[src/rtl/msrv32_pkg.sv]
// Shared decode constants for the MSRV32 RV32I core: opcode classes,
// writeback-source, immediate-type and ALU operation codes.
package msrv32_pkg;

    // opcode[6:2] class codes; opcode[1:0] must be 2'b11 for any of these
    localparam logic [4:0] OPC_OP     = 5'b01100;
    localparam logic [4:0] OPC_OP_IMM = 5'b00100;
    localparam logic [4:0] OPC_LOAD   = 5'b00000;
    localparam logic [4:0] OPC_STORE  = 5'b01000;
    localparam logic [4:0] OPC_BRANCH = 5'b11000;
    localparam logic [4:0] OPC_JAL    = 5'b11011;
    localparam logic [4:0] OPC_JALR   = 5'b11001;
    localparam logic [4:0] OPC_LUI    = 5'b01101;
    localparam logic [4:0] OPC_AUIPC  = 5'b00101;
    localparam logic [4:0] OPC_FENCE  = 5'b00011;
    localparam logic [4:0] OPC_SYSTEM = 5'b11100;

    localparam logic [2:0] WB_ALU     = 3'b000;
    localparam logic [2:0] WB_LU      = 3'b001;
    localparam logic [2:0] WB_IMM     = 3'b010;
    localparam logic [2:0] WB_IADDER  = 3'b011;
    localparam logic [2:0] WB_CSR     = 3'b100;
    localparam logic [2:0] WB_PC_PLUS = 3'b101;

    localparam logic [2:0] IMM_R   = 3'b000;
    localparam logic [2:0] IMM_I   = 3'b001;
    localparam logic [2:0] IMM_S   = 3'b010;
    localparam logic [2:0] IMM_B   = 3'b011;
    localparam logic [2:0] IMM_U   = 3'b100;
    localparam logic [2:0] IMM_J   = 3'b101;
    localparam logic [2:0] IMM_CSR = 3'b110;

    localparam logic [3:0] ALU_ADD  = 4'b0000;
    localparam logic [3:0] ALU_SUB  = 4'b1000;
    localparam logic [3:0] ALU_SLL  = 4'b0001;
    localparam logic [3:0] ALU_SLT  = 4'b0010;
    localparam logic [3:0] ALU_SLTU = 4'b0011;
    localparam logic [3:0] ALU_XOR  = 4'b0100;
    localparam logic [3:0] ALU_SRL  = 4'b0101;
    localparam logic [3:0] ALU_SRA  = 4'b1101;
    localparam logic [3:0] ALU_OR   = 4'b0110;
    localparam logic [3:0] ALU_AND  = 4'b0111;

endpackage

[src/rtl/msrv32_decoder.sv]
// MSRV32 instruction decoder: combinational decode captured in output registers.
// Optional MSRV32_DECODER_FUNCT3_CHECK_EN flags reserved funct3/funct7 encodings.
module msrv32_decoder
    import msrv32_pkg::*;
(
    input  logic       clk_in,
    input  logic       rst_in,
    input  logic       trap_taken_in,
    input  logic       funct7_5_in,
    input  logic [6:0] opcode_in,
    input  logic [2:0] funct3_in,
    input  logic [1:0] iadder_out_1_to_0_in,
    output logic [2:0] wb_mux_sel_out,
    output logic [2:0] imm_type_out,
    output logic [2:0] csr_op_out,
    output logic       mem_wr_reg_out,
    output logic [3:0] alu_opcode_out,
    output logic [1:0] load_size_out,
    output logic       load_unsigned_out,
    output logic       alu_src_out,
    output logic       iadder_src_out,
    output logic       csr_wr_en_out,
    output logic       rf_wr_en_out,
    output logic       illegal_instr_out,
    output logic       misaligned_load_out,
    output logic       misaligned_store_out
);

    logic       w_low_ok;
    logic       w_is_op, w_is_op_imm, w_is_load, w_is_store, w_is_branch;
    logic       w_is_jal, w_is_jalr, w_is_lui, w_is_auipc, w_is_fence, w_is_system;
    logic       w_is_csr, w_class_hit, w_illegal, w_misaligned;
    logic [2:0] w_wb_mux_sel, w_imm_type;
    logic       w_alu_bit3;

    assign w_low_ok    = (opcode_in[1:0] == 2'b11);
    assign w_is_op     = w_low_ok && (opcode_in[6:2] == OPC_OP);
    assign w_is_op_imm = w_low_ok && (opcode_in[6:2] == OPC_OP_IMM);
    assign w_is_load   = w_low_ok && (opcode_in[6:2] == OPC_LOAD);
    assign w_is_store  = w_low_ok && (opcode_in[6:2] == OPC_STORE);
    assign w_is_branch = w_low_ok && (opcode_in[6:2] == OPC_BRANCH);
    assign w_is_jal    = w_low_ok && (opcode_in[6:2] == OPC_JAL);
    assign w_is_jalr   = w_low_ok && (opcode_in[6:2] == OPC_JALR);
    assign w_is_lui    = w_low_ok && (opcode_in[6:2] == OPC_LUI);
    assign w_is_auipc  = w_low_ok && (opcode_in[6:2] == OPC_AUIPC);
    assign w_is_fence  = w_low_ok && (opcode_in[6:2] == OPC_FENCE);
    assign w_is_system = w_low_ok && (opcode_in[6:2] == OPC_SYSTEM);

    // CSR forms are every SYSTEM funct3 except 000 (ECALL/EBREAK/xRET) and 100
    assign w_is_csr = w_is_system && (funct3_in[1:0] != 2'b00);

    assign w_class_hit = w_is_op | w_is_op_imm | w_is_load | w_is_store | w_is_branch |
                         w_is_jal | w_is_jalr | w_is_lui | w_is_auipc | w_is_fence |
                         w_is_system;

    always_comb begin
        w_illegal = !w_class_hit || (w_is_system && (funct3_in == 3'b100));
`ifdef MSRV32_DECODER_FUNCT3_CHECK_EN
        if (w_is_load && ((funct3_in == 3'b011) || (funct3_in[2:1] == 2'b11)))
            w_illegal = 1'b1;
        if (w_is_store && (funct3_in >= 3'b011))
            w_illegal = 1'b1;
        if (w_is_branch && (funct3_in[2:1] == 2'b01))
            w_illegal = 1'b1;
        if (w_is_jalr && (funct3_in != 3'b000))
            w_illegal = 1'b1;
        if (w_is_op && funct7_5_in && (funct3_in != 3'b000) && (funct3_in != 3'b101))
            w_illegal = 1'b1;
        if (w_is_op_imm && funct7_5_in && (funct3_in == 3'b001))
            w_illegal = 1'b1;
`endif
    end

    always_comb begin
        case (funct3_in[1:0])
            2'b00:   w_misaligned = 1'b0;
            2'b01:   w_misaligned = iadder_out_1_to_0_in[0];
            default: w_misaligned = |iadder_out_1_to_0_in;
        endcase
    end

    always_comb begin
        w_wb_mux_sel = WB_ALU;
        if (w_is_load)                  w_wb_mux_sel = WB_LU;
        else if (w_is_lui)              w_wb_mux_sel = WB_IMM;
        else if (w_is_auipc)            w_wb_mux_sel = WB_IADDER;
        else if (w_is_csr)              w_wb_mux_sel = WB_CSR;
        else if (w_is_jal || w_is_jalr) w_wb_mux_sel = WB_PC_PLUS;
    end

    always_comb begin
        w_imm_type = IMM_R;
        if (w_is_op_imm || w_is_load || w_is_jalr) w_imm_type = IMM_I;
        else if (w_is_store)                       w_imm_type = IMM_S;
        else if (w_is_branch)                      w_imm_type = IMM_B;
        else if (w_is_lui || w_is_auipc)           w_imm_type = IMM_U;
        else if (w_is_jal)                         w_imm_type = IMM_J;
        else if (w_is_csr)                         w_imm_type = IMM_CSR;
    end

    // Only SRAI among immediates carries funct7[5] into the ALU op
    assign w_alu_bit3 = funct7_5_in && (w_is_op || (w_is_op_imm && (funct3_in == 3'b101)));

    always_ff @(posedge clk_in) begin
        if (rst_in) begin
            wb_mux_sel_out       <= '0;
            imm_type_out         <= '0;
            csr_op_out           <= '0;
            mem_wr_reg_out       <= 1'b0;
            alu_opcode_out       <= '0;
            load_size_out        <= '0;
            load_unsigned_out    <= 1'b0;
            alu_src_out          <= 1'b0;
            iadder_src_out       <= 1'b0;
            csr_wr_en_out        <= 1'b0;
            rf_wr_en_out         <= 1'b0;
            illegal_instr_out    <= 1'b0;
            misaligned_load_out  <= 1'b0;
            misaligned_store_out <= 1'b0;
        end else begin
            wb_mux_sel_out       <= w_wb_mux_sel;
            imm_type_out         <= w_imm_type;
            csr_op_out           <= funct3_in;
            mem_wr_reg_out       <= !w_illegal && w_is_store && !w_misaligned && !trap_taken_in;
            alu_opcode_out       <= {w_alu_bit3, funct3_in};
            load_size_out        <= funct3_in[1:0];
            load_unsigned_out    <= funct3_in[2];
            alu_src_out          <= w_is_op;
            iadder_src_out       <= w_is_load || w_is_store || w_is_jalr;
            csr_wr_en_out        <= !w_illegal && w_is_csr;
            rf_wr_en_out         <= !w_illegal && (w_is_op || w_is_op_imm || w_is_load ||
                                    w_is_lui || w_is_auipc || w_is_jal || w_is_jalr || w_is_csr);
            illegal_instr_out    <= w_illegal;
            misaligned_load_out  <= !w_illegal && w_is_load && w_misaligned;
            misaligned_store_out <= !w_illegal && w_is_store && w_misaligned;
        end
    end

endmodule

[config.mk]
export PLATFORM = sky130hd
export DESIGN_NAME = msrv32_decoder
export DESIGN_NICKNAME = d
export VERILOG_FILES = /design/src/rtl/msrv32_pkg.sv /design/src/rtl/msrv32_decoder.sv
export SDC_FILE = /design/constraint.sdc
export NUM_CORES = 1
export LEC_CHECK = 0
export BUFFER_PORTS_ARGS = -buffer_cell sky130_fd_sc_hd__buf_2
export CAP_MARGIN = 20
export CORE_MARGIN = 5
export CORE_UTILIZATION = 48
export DETAILED_ROUTE_END_ITERATION = 6
export PLACE_DENSITY = 0.82
export SLEW_MARGIN = 5
export SYNTH_ARGS = -nofsm -noshare
export SYNTH_HDL_FRONTEND = slang
export SYNTH_SLANG_ARGS = --single-unit
[constraint.sdc]
create_clock -name clk_in -period 2.1 [get_ports clk_in]
set_clock_uncertainty 0.2 [all_clocks]
set_input_delay 0.105 -clock clk_in [delete_from_list [all_inputs] [get_ports clk_in]]
set_output_delay 0.105 -clock clk_in [all_outputs]
set_load 0.01 [all_outputs]
==> results of run 1 <==
## layout make-up
class | instances | share of cell area [%]
flip-flops and latches | 18 | 30.0
well taps | 25 | 2.60
repair buffers | 56 | 30.0
multi-input cells | 59 | 34.4
clock buffers | 4 | 3.02
## final timing paths
path / depth (start not counted) / slack (ns) / from / end
setup / recovery: 6 / 0.1 / opcode_in[1] / misaligned_load_out
hold / removal: 3 / 0.005 / opcode_in[0] / wb_mux_sel_out[2]
## worst max-delay path: stages
cell and delay (ns):
dlygate4sd3_1 0.52, buf_2 0.12, and4bb_4 0.29, nor3b_4 0.24, nor4b_4 0.21, dlygate4sd3_1 0.56
## cells in the mapped netlist, types with 2 or more instances
cell type / count / share of area (%)
nor3b_1: 2 / 1.8
buf_4: 7 / 6.2
nor2b_1: 4 / 3.0
dfxtp_1: 18 / 43
nand2_1: 6 / 2.7
a21o_1: 2 / 1.8
a21oi_1: 7 / 4.1
nor2_1: 8 / 3.6
nand4_1: 2 / 1.5
o21ai_1: 2 / 1.2
nor3_1: 3 / 1.8
nand2b_1: 2 / 1.5
and3b_1: 2 / 2.1
a211oi_1: 2 / 1.8
clkbuf_1: 3 / 1.3
## metal layers
metal	track usage, %	up-vias	wire length, um
met1	21.0	373	810
li1	-	409	-
met2	28.5	58	1210
met3	1.72	6	195
met5	0	-	0
met4	10.5	0	45
## what timing repair did
action                                  in CTS  in global routing
setup buffers                                0                  2
endpoints found under the setup margin       0                  2
hold buffers                                15                  0
resized for setup                            0                  1
endpoints found under the hold margin       16                  0
## cell families after synthesis
| group | synth area share, % |
|---|---|
| and+or+nand+nor | 31.0 |
| buffers and inverters | 9.48 |
| DFF | 42.7 |
| AOI/OAI and AO/OA | 15.9 |
| xor gates and xnor gates | 1.04 |
## state kept, by name, summed over array words and instances (netlist names)
name	flops
imm_type_out	3
csr_op_out	2
wb_mux_sel_out	3
rf_wr_en_out	1
csr_wr_en_out	1
alu_opcode_out	2
misaligned_load_out	1
iadder_src_out	1
misaligned_store_out	1
mem_wr_reg_out	1
alu_src_out	1
illegal_instr_out	1
## placed cells by master (no fill, tap or decap), types with 3 or more instances in the layout
master and instances:
nor2b_1 4, nor3_1 3, buf_2 39, dfxtp_1 18, nand2_1 6, nor2_1 8, dlygate4sd3_1 15, a21oi_1 7
clkbuf_4 3
## stage by stage
stage          cells  util [%]  power (mW)  area (um^2)
2_1_floorplan     89         -       0.420          845
3_3_place_gp     141      58.0       0.444          991
3_5_place_dp     141      58.0       0.447          991
4_1_cts          160      68.9       0.671         1180
5_1_grt          162      70.3       0.710         1200
6_report         162      70.3       0.674         1200
## power breakdown
part | internal [mW] | leakage [nW] | switching, mW
registers | 0.348 | 0.146 | 0.00225
clock network | 0.106 | 0.0210 | 0.104
logic | 0.0531 | 0.392 | 0.0615
==> summary.txt, run 1 <==
Clock network
  – Clk sinks: 18
  – Root buffer cell: clkbuf_4
  – Maximum root-to-sink buffer count: 2
  – TritonCTS clock tree: yes
  – H-tree depth: 1
  – CTS Buf Count: 3
  – Clock-pin slew on the worst setup and hold paths: 0.10 ns

STA
  – FMAX: 0.499 GHz
  – RSZ-0062 raised after global routing: no
  – Fin. Hold Viols: 0
  – Worst-margin pin slew: 0.614 ns
  – Final hold slack: 0.00544 ns
  – Slew Limit Fails: 0
  – Fin Setup TNS: 0 ns
  – Slew HR: 58.6%
  – Clock period minus final worst setup slack: 2.00 ns
  – Final setup margin: 0.0973 ns
  – Final period util: 95.4%
  – Final setup fails: 0

Yosys
  – Post-synth EDFFs: 0
  – Cell Area, Synth: 845 um^2
  – Netlist cell types: 34
  – Flops & latches, synth: 18
  – Yosys warns: 0
  – Primary FF master, synth: dfxtp_1
  – Mapped Nets: 105
  – Avg Cell Area, Syn: 9.49 um^2
  – Cells after Synth: 89
  – Async S/R FF share, synth: 0%
  – Seq/Total Area, Yosys: 42.7%

Finish
  – Diode count: 0
  – Register Area: 360 um^2
  – Multi-input logic area: 413 um^2
  – Filler cells: 137
  – Area Growth Syn to Fin: 42.2%
  – Fraction of layout cells with a size suffix above 1: 37.2%
  – Final nets: 154

Routing
  – Final ANT Viol Nets: 0
  – Routed WL: 2.26 mm
  – Vias: 846
  – Starting DRT DRC Count: 28
  – DRC violations left: 0
  – Avg Vias per Cell: 5.22
  – DRT Pass-1 Iters: 4
  – Wirelength per Cell: 13.9 um

Floorplan
  – Initial Util: 49.5%
  – Num rows: 15
  – Die area: 0.00270 mm^2
  – Die X-Extent: 51.9 um
  – Die Ht: 51.9 um
  – Core Footprint: 0.00171 mm^2
  – I/O Pins: 40

Power and ir drop
  – Power per cell area: 561 mW/mm^2
  – P_leak: 0.559 nW
  – Peak VDD IR: 0.257 mV

Global routing
  – GRT overflow: 0
  – Largest net degree at the start of global routing: 15
  – First-pass GRT wire length: 3.49 mm
  – Gr usage total: 17.1%
  – Vias in the first global route: 785
  – Initial antenna violation count: 0

Place
  – DP Worst Slack: 0.613 ns
  – Buffers on Ports: 39
  – HPWL Detailed: 1.38 mm
  – Gpl congestion: 0.823

Worst setup path
  – Worst EP required: 2.14 ns
  – Worst-path maximum fanout: 6
  – Startpoint Class: primary input
  – Worst Setup End Kind: register
  – Critical Path AT: 2.04 ns
  – Critical path type: in2reg

Hold path
  – Tightest Hold Check Type: in2reg

Run status
  – Status: complete, no violations

Flow run
  – Max-Cap Viols: 0
Power figures use the tool's default switching activity.
==> run 2, diff against run 1 <==
ABC_AREA = 1   (was unset)
CORE_UTILIZATION = 47   (was 48)
==> run 2 against run 1 <==
Synthesized cell count increased by 27%. Combinational power about the same. Die area decreased by 2.1%. Fmax decreased by 0.22%. Hold slack improved by 0.051 ns. Synthesized area decreased by 4.6%. Non-clock buffer count increased by 2. First-iteration DRC count increased by 11%. Critical path type unchanged.
==> summary.txt, run 2 <==
Place
  – Gpl congestion: 0.920
  – Buffers on Ports: 39
  – Area of placed instances: 973 um^2
  – HPWL Detailed: 1.49 mm

Global routing
  – Gr usage total: 18.0%
  – Vias in the first global route: 847
  – First-pass GRT wire length: 3.50 mm
  – Initial antenna violation count: 0
  – GRT overflow: 0
  – Largest net degree at the start of global routing: 12

Worst setup path
  – CP delay by family, top: buffers and inverters
  – Cell mode on critical path: inv_2
  – Startpoint Class: primary input
  – Worst path depth: 11
  – Slowest cell on crit path: dlygate4sd3_1
  – Crit path buf inv count: 6
  – CP cell instances: dlygate4sd3_1, buf_2, inv_2, nor2_4, inv_2, nor2_2, nand2_1, nand2_2, inv_2, a31oi_2, dlygate4sd3_1
  – Worst EP required: 2.15 ns
  – Worst path max stage delay: 0.55 ns
  – Worst Setup End Kind: register
  – Critical Path AT: 2.05 ns
  – Critical path type: in2reg
  – Worst-path maximum fanout: 5

STA
  – Final hold slack: 0.0561 ns
  – FMAX: 0.498 GHz
  – Final period util: 95.6%
  – RSZ-0062 raised after global routing: no
  – Fin Setup TNS: 0 ns
  – Slew Limit Fails: 0
  – Slew HR: 83.7%
  – Clock period minus final worst setup slack: 2.01 ns
  – Final setup fails: 0
  – Worst-margin pin slew: 0.242 ns
  – Fin. Hold Viols: 0

Clock network
  – H-tree depth: 1
  – Clock-pin slew on the worst setup and hold paths: 0.10 ns
  – CTS Buf Count: 3
  – Root buffer cell: clkbuf_4
  – Maximum root-to-sink buffer count: 2
  – Clk sinks: 18
  – TritonCTS clock tree: yes

Routing
  – Vias: 942
  – Wirelength per Cell: 12.3 um
  – DRC violations left: 0
  – DRT Pass-1 Iters: 4
  – Starting DRT DRC Count: 31
  – Avg Vias per Cell: 5.09
  – Routed WL: 2.28 mm
  – Final ANT Viol Nets: 0

Power and ir drop
  – Power Internal: 507 uW
  – Total power: 676 uW
  – Sw Pwr: 169 uW
  – Logic pwr share: 16.6%
  – Net switching fraction of the power: 25.0%
  – Peak VDD IR: 0.343 mV
  – P_leak: 0.673 nW
  – Reg power frac: 51.8%
  – Power per cell area: 557 mW/mm^2
  – Clock share of power: 31.6%

Yosys
  – Yosys warns: 0
  – Synth top area share: 44.7%
  – Avg Cell Area, Syn: 7.13 um^2
  – Most frequent cells after synthesis: nand2_1, nor2_1, dfxtp_1
  – Flops & latches, synth: 18
  – Async S/R FF share, synth: 0%
  – Cell Area, Synth: 806 um^2
  – Primary FF master, synth: dfxtp_1
  – Cell taking the most area after synthesis: dfxtp_1
  – Cells after Synth: 113
  – Post-synth EDFFs: 0
  – Top cells by area, synth: dfxtp_1, nand2_1, nor2_1
  – Count leader, synth: nand2_1
  – Netlist cell types: 21
  – Mapped Nets: 129
  – Seq/Total Area, Yosys: 44.7%

Finish
  – Diode count: 0
  – Register Area: 360 um^2
  – Final nets: 185
  – Finished Core Util: 72.7%
  – Biggest regs: imm_type_out: 3 flops, wb_mux_sel_out: 3 flops
  – Most frequent cells in the layout: buf_2, nand2_1, nor2_1, dfxtp_1, dlygate4sd3_1
  – Area Growth Syn to Fin: 50.6%
  – Multi-input logic area: 339 um^2
  – Fraction of layout cells with a size suffix above 1: 34.5%
  – Final Cell Area: 0.00121 mm^2
  – Commonest non-fill, non-tap cell in the layout: buf_2
  – Filler cells: 123

Hold path
  – Tightest Hold Check Type: in2reg
  – Worst hold endpoint: imm_type_out[1]
  – Cell depth of the worst hold path: 4
  – Hold_sp: opcode_in[3]

Floorplan
  – Die area: 0.00264 mm^2
  – Die Ht: 51.4 um
  – I/O Pins: 40
  – Num rows: 15
  – Die X-Extent: 51.4 um
  – Core Footprint: 0.00167 mm^2
  – Initial Util: 48.2%

Run status
  – Status: complete, no violations

Flow run
  – Max-Cap Viols: 0
-- run 2: changes by cell type in the layout (fill, tap and decap cells not counted), sizes merged, moves of 4 or more --
cell	change
nor2	+15
nand3	+8
nand2	+20
nor2b	-4
a21oi	-4
inv	+17
nor3b	-4
-- run 2: layer usage --
layer | wire [um] | GRT usage [%]
met1 | 866 | 17.9
met2 | 1090 | 33.3
met4 | 83 | 12.2
met3 | 235 | 2.92
met5 | 0 | 0
-- run 2: cells by family after synthesis --
kind of cell,Yosys count,share of synthesized area (%)
buffers and inverters,25,14.4
and+or+nand+nor,61,32.6
AOI/OAI and AO/OA,9,8.23
DFF,18,44.7
-- run 2: area by class of cell --
cell class / count / area share (%)
clock buffers: 4 / 2.99
inverters: 18 / 5.57
multi-input cells: 70 / 27.9
flip-flops and latches: 18 / 29.7
well taps: 17 / 1.75
repair buffers: 58 / 32.1
-- run 2: worst min-delay path, stage by stage --
cell	delay, ns
buf_2	0.10
nor2_2	0.05
nand3_1	0.15
a211oi_2	0.10
-- run 2: worst max path at each step --
stage | from | end | slack [ns]
after floorplan | opcode_in[0] | imm_type_out[2] | 1.04
after global routing | opcode_in[5] | imm_type_out[0] | 0.02
final | opcode_in[5] | imm_type_out[0] | 0.09
after CTS | opcode_in[4] | alu_opcode_out[3] | 0.02
after detailed placement | opcode_in[5] | imm_type_out[2] | 0.82
after global placement | opcode_in[5] | imm_type_out[2] | 0.82
-- run 2: power groups by stage --
stage                     Sequential (mW)  Combinational (mW)  Clock, mW
after CTS                           0.350               0.104      0.213
after floorplan                     0.362              0.0460          0
after global placement              0.358              0.0787          0
after detailed placement            0.358              0.0797          0
after global routing                0.351               0.122      0.234
final                               0.350               0.112      0.214
-- run 2: timing repair --
action / 4_1_cts / 5_1_grt
endpoints found under the hold margin: 16 / 0
hold buffers: 19 / 0
setup endpoints to repair: 0 / 3
setup buffers: 0 / 1
resized for setup: 0 / 6
-- run 2: per-stage QoR --
step                      cells  worst slack, ns
after floorplan             113             1.04
after global placement      162            0.818
after detailed placement    162            0.815
after CTS                   185           0.0190
after global routing        185           0.0190
final                       185           0.0929
